==> config.mk <==
export PLATFORM = sky130hd
export DESIGN_NAME = fsm_ctrl_param
export DESIGN_NICKNAME = d
export VERILOG_FILES = /design/src/rtl/fsm_pkg.sv /design/src/rtl/fsm_idle_counter.sv /design/src/rtl/fsm_ctrl_param.sv
export SDC_FILE = /design/constraint.sdc
export NUM_CORES = 1
export LEC_CHECK = 0
export BUFFER_PORTS_ARGS = -buffer_cell sky130_fd_sc_hd__buf_2
export CAP_MARGIN = 20
export CELL_PAD_IN_SITES_DETAIL_PLACEMENT = 1
export CELL_PAD_IN_SITES_GLOBAL_PLACEMENT = 2
export CORE_MARGIN = 5
export CORE_UTILIZATION = 29
export CTS_CLUSTER_SIZE = 24
export DETAILED_ROUTE_END_ITERATION = 8
export GPL_TIMING_DRIVEN = 0
export HOLD_SLACK_MARGIN = 0.06
export PLACE_DENSITY = 0.8
export SLEW_MARGIN = 20
export SYNTH_ARGS = -nofsm -noshare
export SYNTH_HDL_FRONTEND = slang
export SYNTH_SLANG_ARGS = --single-unit
export TNS_END_PERCENT = 10
==> constraint.sdc <==
create_clock -name clk -period 3.75 [get_ports clk]
set_input_delay 0.5625 -clock clk [delete_from_list [all_inputs] [get_ports clk]]
set_output_delay 0.5625 -clock clk [all_outputs]
set_load 0.005 [all_outputs]
==> src/rtl/fsm_pkg.sv <==
// Shared definitions for the parametrised FIFO-bank control FSM.
// State encoding and state width used by the controller and its bench.
package fsm_pkg;

   localparam int ST_W = 3;

   typedef enum logic [ST_W-1:0] {
      ST_RESET  = 3'd0,
      ST_INIT   = 3'd1,
      ST_IDLE   = 3'd2,
      ST_ACTIVE = 3'd3,
      ST_ERROR  = 3'd4
   } state_t;

   // Thresholds are consistent only when low sits strictly below high.
   function automatic logic thr_valid(
      input logic [31:0] alto,
      input logic [31:0] bajo
   );
      return (bajo < alto);
   endfunction

endpackage

==> src/rtl/fsm_idle_counter.sv <==
// Saturating counter of consecutive all-empty cycles seen in ACTIVE.
// done flags the increment that reaches IDLE_HOLD; the count then wraps to 0.
module fsm_idle_counter #(
   parameter int IDLE_HOLD = 2
) (
   input  logic clk,
   input  logic reset,
   input  logic clear,
   input  logic inc,
   output logic done
);

   localparam int CW = $clog2(IDLE_HOLD + 1);
   localparam logic [CW-1:0] LAST = CW'(IDLE_HOLD - 1);
   localparam logic [CW-1:0] MAX  = CW'(IDLE_HOLD);

   logic [CW-1:0] cnt_d;
   logic [CW-1:0] cnt_q;

   // Next count: clear wins, the terminal increment restarts at zero.
   always_comb begin
      cnt_d = cnt_q;
      if (clear) begin
         cnt_d = '0;
      end else if (inc) begin
         if (cnt_q == LAST) begin
            cnt_d = '0;
         end else if (cnt_q != MAX) begin
            cnt_d = cnt_q + CW'(1);
         end
      end
   end

   // Terminal-count indication for the controller's ACTIVE -> IDLE exit.
   always_comb begin
      done = inc && !clear && (cnt_q == LAST);
   end

   // Count register.
   always_ff @(posedge clk or posedge reset) begin
      if (reset) begin
         cnt_q <= '0;
      end else begin
         cnt_q <= cnt_d;
      end
   end

endmodule

==> src/rtl/fsm_ctrl_param.sv <==
// Main control FSM for the FIFO datapath: latches and checks thresholds,
// tracks bank occupancy with an idle hold-off and keeps a sticky error record.
module fsm_ctrl_param
   import fsm_pkg::*;
#(
   parameter int N_FIFO    = 10,
   parameter int UMBRAL_W  = 3,
   parameter int IDLE_HOLD = 2
) (
   input  logic                clk,
   input  logic                reset,
   input  logic                init,
   input  logic [UMBRAL_W-1:0] umbral_alto,
   input  logic [UMBRAL_W-1:0] umbral_bajo,
   input  logic [N_FIFO-1:0]   fifo_empty,
   input  logic [N_FIFO-1:0]   fifo_error,
   output logic [2:0]          state,
   output logic                idle,
   output logic                active,
   output logic                error,
   output logic [UMBRAL_W-1:0] interno_alto,
   output logic [UMBRAL_W-1:0] interno_bajo,
   output logic [N_FIFO-1:0]   error_vector
);

   state_t              state_d;
   state_t              state_q;
   logic                idle_q;
   logic                active_q;
   logic                error_q;
   logic [UMBRAL_W-1:0] alto_d;
   logic [UMBRAL_W-1:0] alto_q;
   logic [UMBRAL_W-1:0] bajo_d;
   logic [UMBRAL_W-1:0] bajo_q;
   logic [N_FIFO-1:0]   ev_d;
   logic [N_FIFO-1:0]   ev_q;

   logic any_err;
   logic all_empty;
   logic thr_ok;
   logic hold_inc;
   logic hold_clr;
   logic hold_done;

   // Input condensation shared by the transition logic and the counter.
   always_comb begin
      any_err   = |fifo_error;
      all_empty = &fifo_empty;
      thr_ok    = thr_valid(32'(umbral_alto), 32'(umbral_bajo));
   end

   // Count only all-empty cycles that would otherwise stay in ACTIVE.
   always_comb begin
      hold_inc = (state_q == ST_ACTIVE) && all_empty && !any_err && !init;
      hold_clr = !hold_inc;
   end

   fsm_idle_counter #(
      .IDLE_HOLD (IDLE_HOLD)
   ) u_idle_cnt (
      .clk   (clk),
      .reset (reset),
      .clear (hold_clr),
      .inc   (hold_inc),
      .done  (hold_done)
   );

   // Next-state, threshold latch and sticky error record.
   always_comb begin
      state_d = state_q;
      alto_d  = alto_q;
      bajo_d  = bajo_q;
      ev_d    = ev_q;

      if (state_q == ST_INIT) begin
         alto_d = umbral_alto;
         bajo_d = umbral_bajo;
      end

      if (state_q == ST_RESET) begin
         state_d = ST_INIT;
      end else if (any_err) begin
         state_d = ST_ERROR;
         ev_d    = ev_q | fifo_error;
      end else if (init) begin
         state_d = ST_INIT;
         if (state_q == ST_ERROR) begin
            ev_d = '0;
         end
      end else begin
         unique case (state_q)
            ST_INIT: begin
               if (thr_ok) begin
                  state_d = ST_IDLE;
               end
            end
            ST_IDLE: begin
               if (!all_empty) begin
                  state_d = ST_ACTIVE;
               end
            end
            ST_ACTIVE: begin
               if (hold_done) begin
                  state_d = ST_IDLE;
               end
            end
            default: begin
               state_d = state_q;
            end
         endcase
      end
   end

   // State and registered output decode, all on the same edge.
   always_ff @(posedge clk or posedge reset) begin
      if (reset) begin
         state_q  <= ST_RESET;
         idle_q   <= 1'b0;
         active_q <= 1'b0;
         error_q  <= 1'b0;
         alto_q   <= '0;
         bajo_q   <= '0;
         ev_q     <= '0;
      end else begin
         state_q  <= state_d;
         idle_q   <= (state_d == ST_IDLE);
         active_q <= (state_d == ST_ACTIVE);
         error_q  <= (state_d == ST_ERROR);
         alto_q   <= alto_d;
         bajo_q   <= bajo_d;
         ev_q     <= ev_d;
      end
   end

   assign state        = state_q;
   assign idle         = idle_q;
   assign active       = active_q;
   assign error        = error_q;
   assign interno_alto = alto_q;
   assign interno_bajo = bajo_q;
   assign error_vector = ev_q;

endmodule

==> results.yml, run 1 <==
timing:
  relSlewSlack_pct: 39.2
  clock.fmax_ghz: 0.479
  setup-tns-final_ns: 0
  worst_pin_slew_ns: 0.911
  hold_ws_ns: 0.459
  hold_viol: 0
  fin_crit_sh_pct: 55.7
  rsz0062_at_grt: "no"
  setup-violations-final: 0
  fin_skew_ns: 0.00503
  min_period_ns: 2.09
  report.final.slew_viol_count: 0
power:
  power_density_mw_per_mm2: 309
  power.total_mw: 0.459
  peakVddDrop_uv: 225
  p_leak_nw: 0.654
setup_path:
  rr_startpoint: "state[2]"
  crit_chain: "buf_2, or4_1, or3_1, buf_2, or2_4, a22o_1"
  slowest_stage: "or4_1"
  cp_data_arrival_time_ns: 2.24
  crit_top_cell: "buf_2"
  cp-start-kind: "input port"
  r2r_cells: 3
  r2r_end: "interno_bajo[0]"
  crit_fanout: 7
  end_kind: "flop"
  cp_data_required_time_ns: 3.90
  critical_path.max_stage_delay_ns: 0.57
  reg2reg_slack_ns: 2.02
  critical_path_class: "input port to flop"
synth:
  yosys.area_share.simple_pct: 19.5
  ys_ff_latch: 24
  synth_compound_area_share_pct: 16.5
  ys_warn_count: 0
  synth.cell_area_mm2: 0.00113
  yosys.area_share.xor_xnor_pct: 0
  ys_seq_area_share_pct: 53.1
  yosysTopAreaCellShare_pct: 53.1
  yosys.area.top_type: "dfrtp_1"
  synthCells: 104
  ys_async_sr_fraction_pct: 100
  yosysUniqueCellTypes: 37
  ys.flop_type: "dfrtp_1"
  synthAdderAreaFrac_pct: 2.21
  synth_area_per_cell_um2: 10.9
  netlist_top_cells_area: "dfrtp_1, mux2_2, nor2_1"
  synth_edf_count: 0
  muxShareOfSynthArea_pct: 5.97
  syn-num-nets: 135
  synth_top_family_by_area: "simple AND/OR/NAND/NOR gates"
grt:
  antenna_found_initial: 0
  grt_pass1_vias: 1119
  overflow: 0
  track_usage_pct: 12.6
  grt_max_degree: 25
  grt_pass1_wl_mm: 5.29
routing:
  drt_iter0_markers: 27
  drt-pass1-iter-count: 4
  drc: 0
  vias: 1004
  viasPerCell: 4.90
  ant_nets: 0
  avgRoutedWirePerCell_um: 15.1
  totalWireLength_mm: 3.09
floorplanning:
  core_mm2: 0.00372
  die_y_um: 72.5
  io_pins: 51
  rows: 22
  start_util_pct: 30.4
  die-area_mm2: 0.00525
  die_w_um: 72.5
job:
  drv_cap: 0
cts:
  clk_latency_ns: 0.26
  cts_tree: "yes"
  htreeDepth: 1
  post_cts_resized: 0
  clockRootBuffer: "clkbuf_8"
  cts_buffers: 3
  numClockSinks: 24
  cts_post_setup_buffers_inserted: 0
  ctsLongestPathBuffers: 2
  clkTransAtPathRegs_ns: 0.08
  hold_buffers: 0
finish:
  fillCellCount: 450
  nets: 190
  multi_input_area_um2: 499
  seqCellArea_um2: 601
  diodes: 0
  drive_gt1_share_pct: 42.0
  area_delta_synth_final_pct: 31.1
min_path:
  holdPathEnd: "u_idle_cnt.cnt_q[0]"
  hold_path_depth: 1
  hold_path_class: "flop to flop"
  hp-start: "u_idle_cnt.cnt_q[1]"
place:
  place_congestion: 0.743
  hpwl_mm: 2.48
  portBuffers: 50
outcome:
  status: "complete, no violations"
cells in the mapped netlist, types with 2 or more instances:
cell type  number
dfrtp_1        24
nor2_1         12
a21oi_1         8
inv_1           6
mux2_2          6
a22o_1          4
and4_1          3
nor2b_1         3
nor3_1          3
a211oi_1        2
ha_1            2
nand2b_1        2
nand3_1         2
o211ai_1        2
o21ai_0         2
or3_1           2
power by group:
part	internal, mW	switching, mW
logic	0.0226	0.0249
registers	0.263	0.00293
clock network	0.0716	0.0737
total	0.357	0.102
kinds of logic (layout without fill, tap and decap cells):
logic type	after synthesis	count (layout)
and+or+nand+nor	38	38
AOI/OAI and AO/OA	26	26
buffers and inverters	8	61
adders and majority gates	2	2
muxes	6	6
DFF	24	24
critical path, delay by kind of cell:
kind                   cells  cell delay, ns
and+or+nand+nor            3            1.17
buffers and inverters      2            0.27
AOI/OAI and AO/OA          1            0.23
per-stage QoR:
step	area [µm²]	util, %	std cells	setup slack [ns]
finish	1480	39.9	205	1.66
global route	1480	39.9	205	1.58
CTS	1480	39.9	205	1.66
detailed placement	1440	38.8	202	1.38
global placement	1440	38.8	202	1.42
floorplan	1130	-	104	1.59
layer usage:
metal  share of wire [%]  wire (µm)  global-route usage, %
met1                  41       1260                   14.8
met2                  51       1580                   22.2
met3                 7.2        224                   3.88
met4                 1.0         32                   3.07
met5                   0          0                      0
sequential cells by signal, summed over array words and instances, names as in the netlist:
signal,count
interno_bajo,3
active,1
error,1
idle,1
u_idle_cnt.cnt_q,2
error_vector,10
state,3
interno_alto,3
worst max path at each step:
stage                     cells after the start     startpoint  slack [ns]              end
after global placement                        6  fifo_error[2]        1.42  error_vector[6]
after global routing                          6  fifo_error[2]        1.58  error_vector[0]
after CTS                                     6  fifo_error[2]        1.66  error_vector[7]
after detailed placement                      6  fifo_error[2]        1.38  error_vector[7]
after floorplan                               5  fifo_error[9]        1.59  error_vector[6]
final                                         6  fifo_error[2]        1.66  error_vector[7]
final cells by class:
type / count / share of cell area (%)
inverter: 6 / 1.52
clock buffer: 3 / 2.78
sequential: 24 / 40.5
buffer: 2 / 0.591
timing repair buffer: 50 / 16.9
multi-input combinational: 72 / 33.7
tap: 48 / 4.05
placed cells by master, fill, tap and decap left out, drive strengths merged, types with 2 or more instances in the layout:
master	instances
a211o	2
nand3	2
ha	2
o21ai	2
inv	6
nor3	3
o211ai	2
nor2	12
mux2	6
and4	3
or4	2
and2	2
nand2b	2
clkbuf	4
a22o	4
a21oi	8
dfrtp	24
nor2b	3
or2	2
a211oi	2
buf	51
or3	2
No activity file was read; power rests on OpenSTA's default activity.
==> run 2, diff against run 1 <==
--- a/config.mk
+++ b/config.mk
@@ -5,17 +5,18 @@
 export SDC_FILE = /design/constraint.sdc
 export NUM_CORES = 1
 export LEC_CHECK = 0
+export ABC_AREA = 1
 export BUFFER_PORTS_ARGS = -buffer_cell sky130_fd_sc_hd__buf_2
 export CAP_MARGIN = 20
 export CELL_PAD_IN_SITES_DETAIL_PLACEMENT = 1
 export CELL_PAD_IN_SITES_GLOBAL_PLACEMENT = 2
 export CORE_MARGIN = 5
-export CORE_UTILIZATION = 29
+export CORE_UTILIZATION = 26
 export CTS_CLUSTER_SIZE = 24
 export DETAILED_ROUTE_END_ITERATION = 8
 export GPL_TIMING_DRIVEN = 0
 export HOLD_SLACK_MARGIN = 0.06
-export PLACE_DENSITY = 0.8
+export PLACE_DENSITY = 0.75
 export SLEW_MARGIN = 20
 export SYNTH_ARGS = -nofsm -noshare
 export SYNTH_HDL_FRONTEND = slang
==> constraint.sdc (replaced) <==
create_clock -name clk -period 2.04 [get_ports clk]
set_input_delay 0.306 -clock clk [delete_from_list [all_inputs] [get_ports clk]]
set_output_delay 0.306 -clock clk [all_outputs]
set_load 0.005 [all_outputs]
==> results.yml, run 2 <==
cts:
  cts_post_setup_buffers_inserted: 0
  numClockSinks: 24
  cts_tree: "yes"
  htreeDepth: 1
  clockRootBuffer: "clkbuf_8"
  clkTransAtPathRegs_ns: 0.09
  hold_buffers: 0
  clk_latency_ns: 0.26
  ctsLongestPathBuffers: 2
  cts_buffers: 3
  post_cts_resized: 0
setup_path:
  critical_path.max_stage_delay_ns: 0.46
  critical_path_class: "flop to flop"
  crit_fanout: 6
  reg2reg_slack_ns: 0.68
  slowest_stage: "dfrtp_1"
  cp_data_required_time_ns: 2.19
  end_kind: "flop"
  rr_startpoint: "state[2]"
  crit_top_cell: "nand2_1"
  cp_data_arrival_time_ns: 1.51
  r2r_end: "state[0]"
  crit_family: "simple AND/OR/NAND/NOR gates"
  path_buf_inv: 1
  r2r_cells: 8
  crit_chain: "inv_2, nand3_1, nor2_1, nand3_1, nand2_1, nand3_2, nand2_1, nand2_1"
  cp-start-kind: "flop"
synth:
  synth_compound_area_share_pct: 15.9
  yosys.area_share.xor_xnor_pct: 0
  ys_ff_latch: 24
  syn-num-nets: 174
  ys.flop_type: "dfrtp_1"
  synth_edf_count: 0
  yosysUniqueCellTypes: 20
  synth_top_family_by_area: "simple AND/OR/NAND/NOR gates"
  muxShareOfSynthArea_pct: 0
  synthAdderAreaFrac_pct: 2.06
  synth_area_per_cell_um2: 8.50
  ys_seq_area_share_pct: 49.4
  yosys.area.top_type: "dfrtp_1"
  synth.cell_area_mm2: 0.00122
  synthCells: 143
  ys_warn_count: 0
  ys_async_sr_fraction_pct: 100
  synth_commonest_cells: "nand2_1, dfrtp_1, inv_1"
  netlist_top_cells_area: "dfrtp_1, nand2_1, o21ai_2"
  yosysTopAreaCellShare_pct: 49.4
  yosys.area_share.simple_pct: 25.4
  synthMostInstantiatedCell: "nand2_1"
timing:
  clock.fmax_ghz: 0.736
  hold_ws_ns: 0.110
  setup-violations-final: 0
  worst_pin_slew_ns: 0.886
  fin_skew_ns: 0.00527
  hold_viol: 0
  min_period_ns: 1.36
  rsz0062_at_grt: "no"
  relSlewSlack_pct: 40.6
  setup-tns-final_ns: 0
  report.final.slew_viol_count: 0
  fin_crit_sh_pct: 66.6
job:
  drv_cap: 0
grt:
  use_met1_pct: 13.5
  grt_pass1_vias: 1260
  busiest_layer: "met2"
  met3_usage_pct: 2.06
  use_met2_pct: 23.0
  grt_max_degree: 25
  overflow: 0
  grt_pass1_wl_mm: 5.97
  track_usage_pct: 11.7
  antenna_found_initial: 0
finish:
  utilization_pct: 35.7
  largest_reg_flops: 10
  finalInstanceArea_mm2: 0.00159
  layout_common_cells: "buf_2, nand2_1, dfrtp_1"
  nets: 229
  area_delta_synth_final_pct: 30.5
  diodes: 0
  drive_gt1_share_pct: 39.6
  final_common_cell: "buf_2"
power:
  power_density_mw_per_mm2: 560
  p_leak_nw: 0.761
  peakVddDrop_uv: 210
  power.total_mw: 0.889
routing:
  ant_nets: 0
  vias: 1146
  totalWireLength_mm: 3.38
  drt_iter0_markers: 31
  viasPerCell: 4.60
  avgRoutedWirePerCell_um: 13.6
  drc: 0
  drt-pass1-iter-count: 3
outcome:
  status: "complete, no violations"
floorplanning:
  rows: 24
  die_y_um: 78.4
  io_pins: 51
  core_mm2: 0.00444
  start_util_pct: 27.4
  die-area_mm2: 0.00614
  die_w_um: 78.4
min_path:
  hold_path_class: "input port to async pin"
place:
  place_congestion: 0.774
  portBuffers: 50
  hpwl_mm: 2.84
  dpl-instance-area_mm2: 0.00153
## run 2: cell count changes after synthesis, sizes merged, moves of 3 or more
cell,change
a22o,-4
a21oi,-4
and4,-3
nor2b,-3
nand3,+7
o21ai,+23
nand2,+42
inv,+10
mux2,-6
## run 2: kinds of logic (layout without fill, tap and decap cells)
kind of cell	count (synthesis)	after routing
fa+ha+maj	2	2
compound gates	29	29
buf+inv	19	73
simple gates	69	69
flops	24	24
## run 2: area by class of cell
class                           count  area (µm²)
Sequential cell                    24         601
Timing Repair Buffer               50         250
Tap cell                           52        65.1
Multi-Input combinational cell    100         528
Buffer                              3        27.5
Fill cell                         571        2860
Clock buffer                        4        55.1
Inverter                           16        60.1
## run 2: power by group
group | leakage (nW) | internal [mW] | switching (mW) | total (mW)
combinational | 0.473 | 0.0366 | 0.0450 | 0.0816
clock | 0.0288 | 0.172 | 0.148 | 0.320
sequential | 0.259 | 0.483 | 0.00399 | 0.487
## run 2: how the worst max path moves through the flow
stage                              start               to  slack, ns  cells past startpoint
after global placement    umbral_alto[2]             idle       0.54                     10
after floorplan           umbral_alto[2]         state[0]       0.75                     10
after global routing            state[2]           active       0.52                      8
after CTS                       state[2]  error_vector[4]       0.66                      7
after detailed placement  umbral_alto[2]             idle       0.51                     10
final                           state[2]         state[0]       0.68                      8
## run 2: worst reg2reg max path: stages, from the launching register on
cell	delay (ns)
dfrtp_1	0.46
inv_2	0.10
nand3_1	0.09
nor2_1	0.18
nand3_1	0.10
nand2_1	0.08
nand3_2	0.10
nand2_1	0.08
nand2_1	0.05
## run 2: through the flow
stage               worst slack, ns  cells
global route                  0.523    249
global placement              0.538    245
CTS                           0.661    249
detailed placement            0.512    245
finish                        0.681    249
floorplan                     0.749    143
## run 2: layer usage
| metal | share of wire [%] | routed length (µm) | up-vias |
|---|---|---|---|
| met5 | 0 | 0 | - |
| met4 | 0.18 | 6 | 0 |
| met3 | 4.7 | 160 | 2 |
| met2 | 55 | 1860 | 27 |
| met1 | 40 | 1350 | 553 |
| li1 | - | - | 564 |
==> run 3, diff against run 2 <==
--- a/config.mk
+++ b/config.mk
@@ -11,12 +11,12 @@
 export CELL_PAD_IN_SITES_DETAIL_PLACEMENT = 1
 export CELL_PAD_IN_SITES_GLOBAL_PLACEMENT = 2
 export CORE_MARGIN = 5
-export CORE_UTILIZATION = 26
+export CORE_UTILIZATION = 23
 export CTS_CLUSTER_SIZE = 24
 export DETAILED_ROUTE_END_ITERATION = 8
 export GPL_TIMING_DRIVEN = 0
 export HOLD_SLACK_MARGIN = 0.06
-export PLACE_DENSITY = 0.75
+export PLACE_DENSITY = 0.7
 export SLEW_MARGIN = 20
 export SYNTH_ARGS = -nofsm -noshare
 export SYNTH_HDL_FRONTEND = slang
==> constraint.sdc (replaced) <==
create_clock -name clk -period 1.09 [get_ports clk]
set_input_delay 0.1635 -clock clk [delete_from_list [all_inputs] [get_ports clk]]
set_output_delay 0.1635 -clock clk [all_outputs]
set_load 0.005 [all_outputs]
==> results.yml, run 3 (synthesis results as in run 2) <==
outcome:
  status: "complete, but fails checks"
  violations: "setup timing"
finish:
  diodes: 0
  area_delta_synth_final_pct: 40.0
  drive_gt1_share_pct: 45.3
  finalInstanceArea_mm2: 0.00170
  largest_reg_flops: 10
  final_common_cell: "buf_2"
  fillCellCount: 651
  layout_common_cells: "buf_2, nand2_1, dfrtp_1"
  nets: 234
floorplanning:
  core_mm2: 0.00511
  die_y_um: 82.7
  rows: 26
  io_pins: 51
  start_util_pct: 23.8
  die_w_um: 82.7
  die-area_mm2: 0.00684
timing:
  relSlewSlack_pct: 65.0
  fin_ws_ns: -0.144
  clock.fmax_ghz: 0.810
  setup-violations-final: 21
  min_period_ns: 1.23
  hold_viol: 0
  report.final.slew_viol_count: 0
  fin_skew_ns: 0.00947
  rsz0062_at_grt: "yes"
  fin_crit_sh_pct: 113
  worst_pin_slew_ns: 0.524
cts:
  clkTransAtPathRegs_ns: 0.09
  clk_latency_ns: 0.26
  htreeDepth: 1
  clockRootBuffer: "clkbuf_8"
  ctsLongestPathBuffers: 2
  numClockSinks: 24
  cts_tree: "yes"
  cts_buffers: 3
power:
  power_density_mw_per_mm2: 933
  peakVddDrop_uv: 394
  power.total_mw: 1.59
  p_leak_nw: 0.793
setup_path:
  path_depth: 5
  cp-start-kind: "flop"
  crit_fanout: 10
  crit_chain: "nor3_2, o21ai_4, buf_6, nand2_1, o21ai_2"
  r2r_cells: 5
  critical_path_class: "flop to flop"
  rr_startpoint: "state[0]"
  cp_data_required_time_ns: 1.24
  end_kind: "flop"
  slowest_stage: "dfrtp_2"
  path_buf_inv: 1
  endpoint: "error_vector[9]"
  crit_family: "flip-flops"
  cp_data_arrival_time_ns: 1.38
  crit_start: "state[0]"
  critical_path.max_stage_delay_ns: 0.49
  reg2reg_slack_ns: -0.14
  r2r_end: "error_vector[9]"
grt:
  grt_pass1_wl_mm: 5.84
  overflow: 0
  grt_max_degree: 25
  track_usage_pct: 11.2
  antenna_found_initial: 0
  grt_pass1_vias: 1291
routing:
  ant_nets: 0
  drt_iter0_markers: 16
  totalWireLength_mm: 3.57
  avgRoutedWirePerCell_um: 13.2
  vias: 1164
  drc: 0
  viasPerCell: 4.30
  drt-pass1-iter-count: 4
min_path:
  hold_path_depth: 3
  hold_path_class: "input port to flop"
place:
  place_congestion: 0.812
  hpwl_mm: 2.92
  portBuffers: 50
  dpl-instance-area_mm2: 0.00157
job:
  drv_cap: 0
==> run 3: changes by cell type in the layout (fill, tap and decap cells not counted), sizes merged <==
cell,change
dlygate4sd3,+1
buf,+4
clkinv,-1
clkbuf,-1
inv,+1
==> run 3: through the flow <==
step | setup slack (ns) | std cells | hold slack [ns] | utilization (%) | TNS, ns
floorplan | -0.0575 | 143 | 0.178 | - | -0.662
global placement | -0.284 | 263 | 0.396 | 30.8 | -3.93
detailed placement | -0.308 | 263 | 0.400 | 30.8 | -4.58
CTS | -0.138 | 267 | 0.114 | 31.9 | -2.43
global route | -0.229 | 271 | 0.140 | 33.3 | -3.87
finish | -0.144 | 271 | 0.119 | 33.3 | -2.42
==> run 3: tightest hold or removal path, delay by kind of cell <==
family | cells | cell delay (ns)
simple gates | 2 | 0.10
buf+inv | 1 | 0.09
==> run 3: how the worst min path moves through the flow <==
stage,start,end
global route,umbral_bajo[2],interno_bajo[2]
finish,umbral_bajo[2],interno_bajo[2]
floorplan,reset,active
global placement,umbral_bajo[2],interno_bajo[2]
detailed placement,umbral_bajo[2],interno_bajo[2]
CTS,umbral_bajo[2],interno_bajo[2]
==> run 3: metal layers <==
| layer | up-vias | global-route usage, % | wire length (µm) |
|---|---|---|---|
| met5 | - | 0 | 0 |
| met4 | 0 | 2.45 | 0 |
| met3 | 0 | 2.28 | 207 |
| met2 | 30 | 22.0 | 1950 |
| met1 | 558 | 12.1 | 1410 |
| li1 | 576 | - | - |
==> run 3: power by group <==
part | switching (mW) | internal (mW) | leakage, nW
Clock | 0.267 | 0.247 | 0.0216
Combinational | 0.0869 | 0.0765 | 0.516
Sequential | 0.00777 | 0.903 | 0.255
Total | 0.362 | 1.23 | 0.793
==> run 3: final cells by class <==
type | instances | area, µm² | share of cell area (%)
Buffer | 3 | 31.3 | 1.84
Clock buffer | 3 | 41.3 | 2.42
Inverter | 16 | 62.6 | 3.67
Multi-Input combinational cell | 100 | 578 | 33.9
Sequential cell | 24 | 604 | 35.5
Tap cell | 70 | 87.6 | 5.14
Timing Repair Buffer | 55 | 298 | 17.5
==> run 3: timing repair <==
action / 4_1_cts / 5_1_grt
endpoints found under the hold margin: 0 / 11
hold buffers: 0 / 1
setup endpoints to repair: 25 / 26
gates resized for setup: 6 / 6
pin swaps: 1 / 5
buffers inserted: 1 / 2
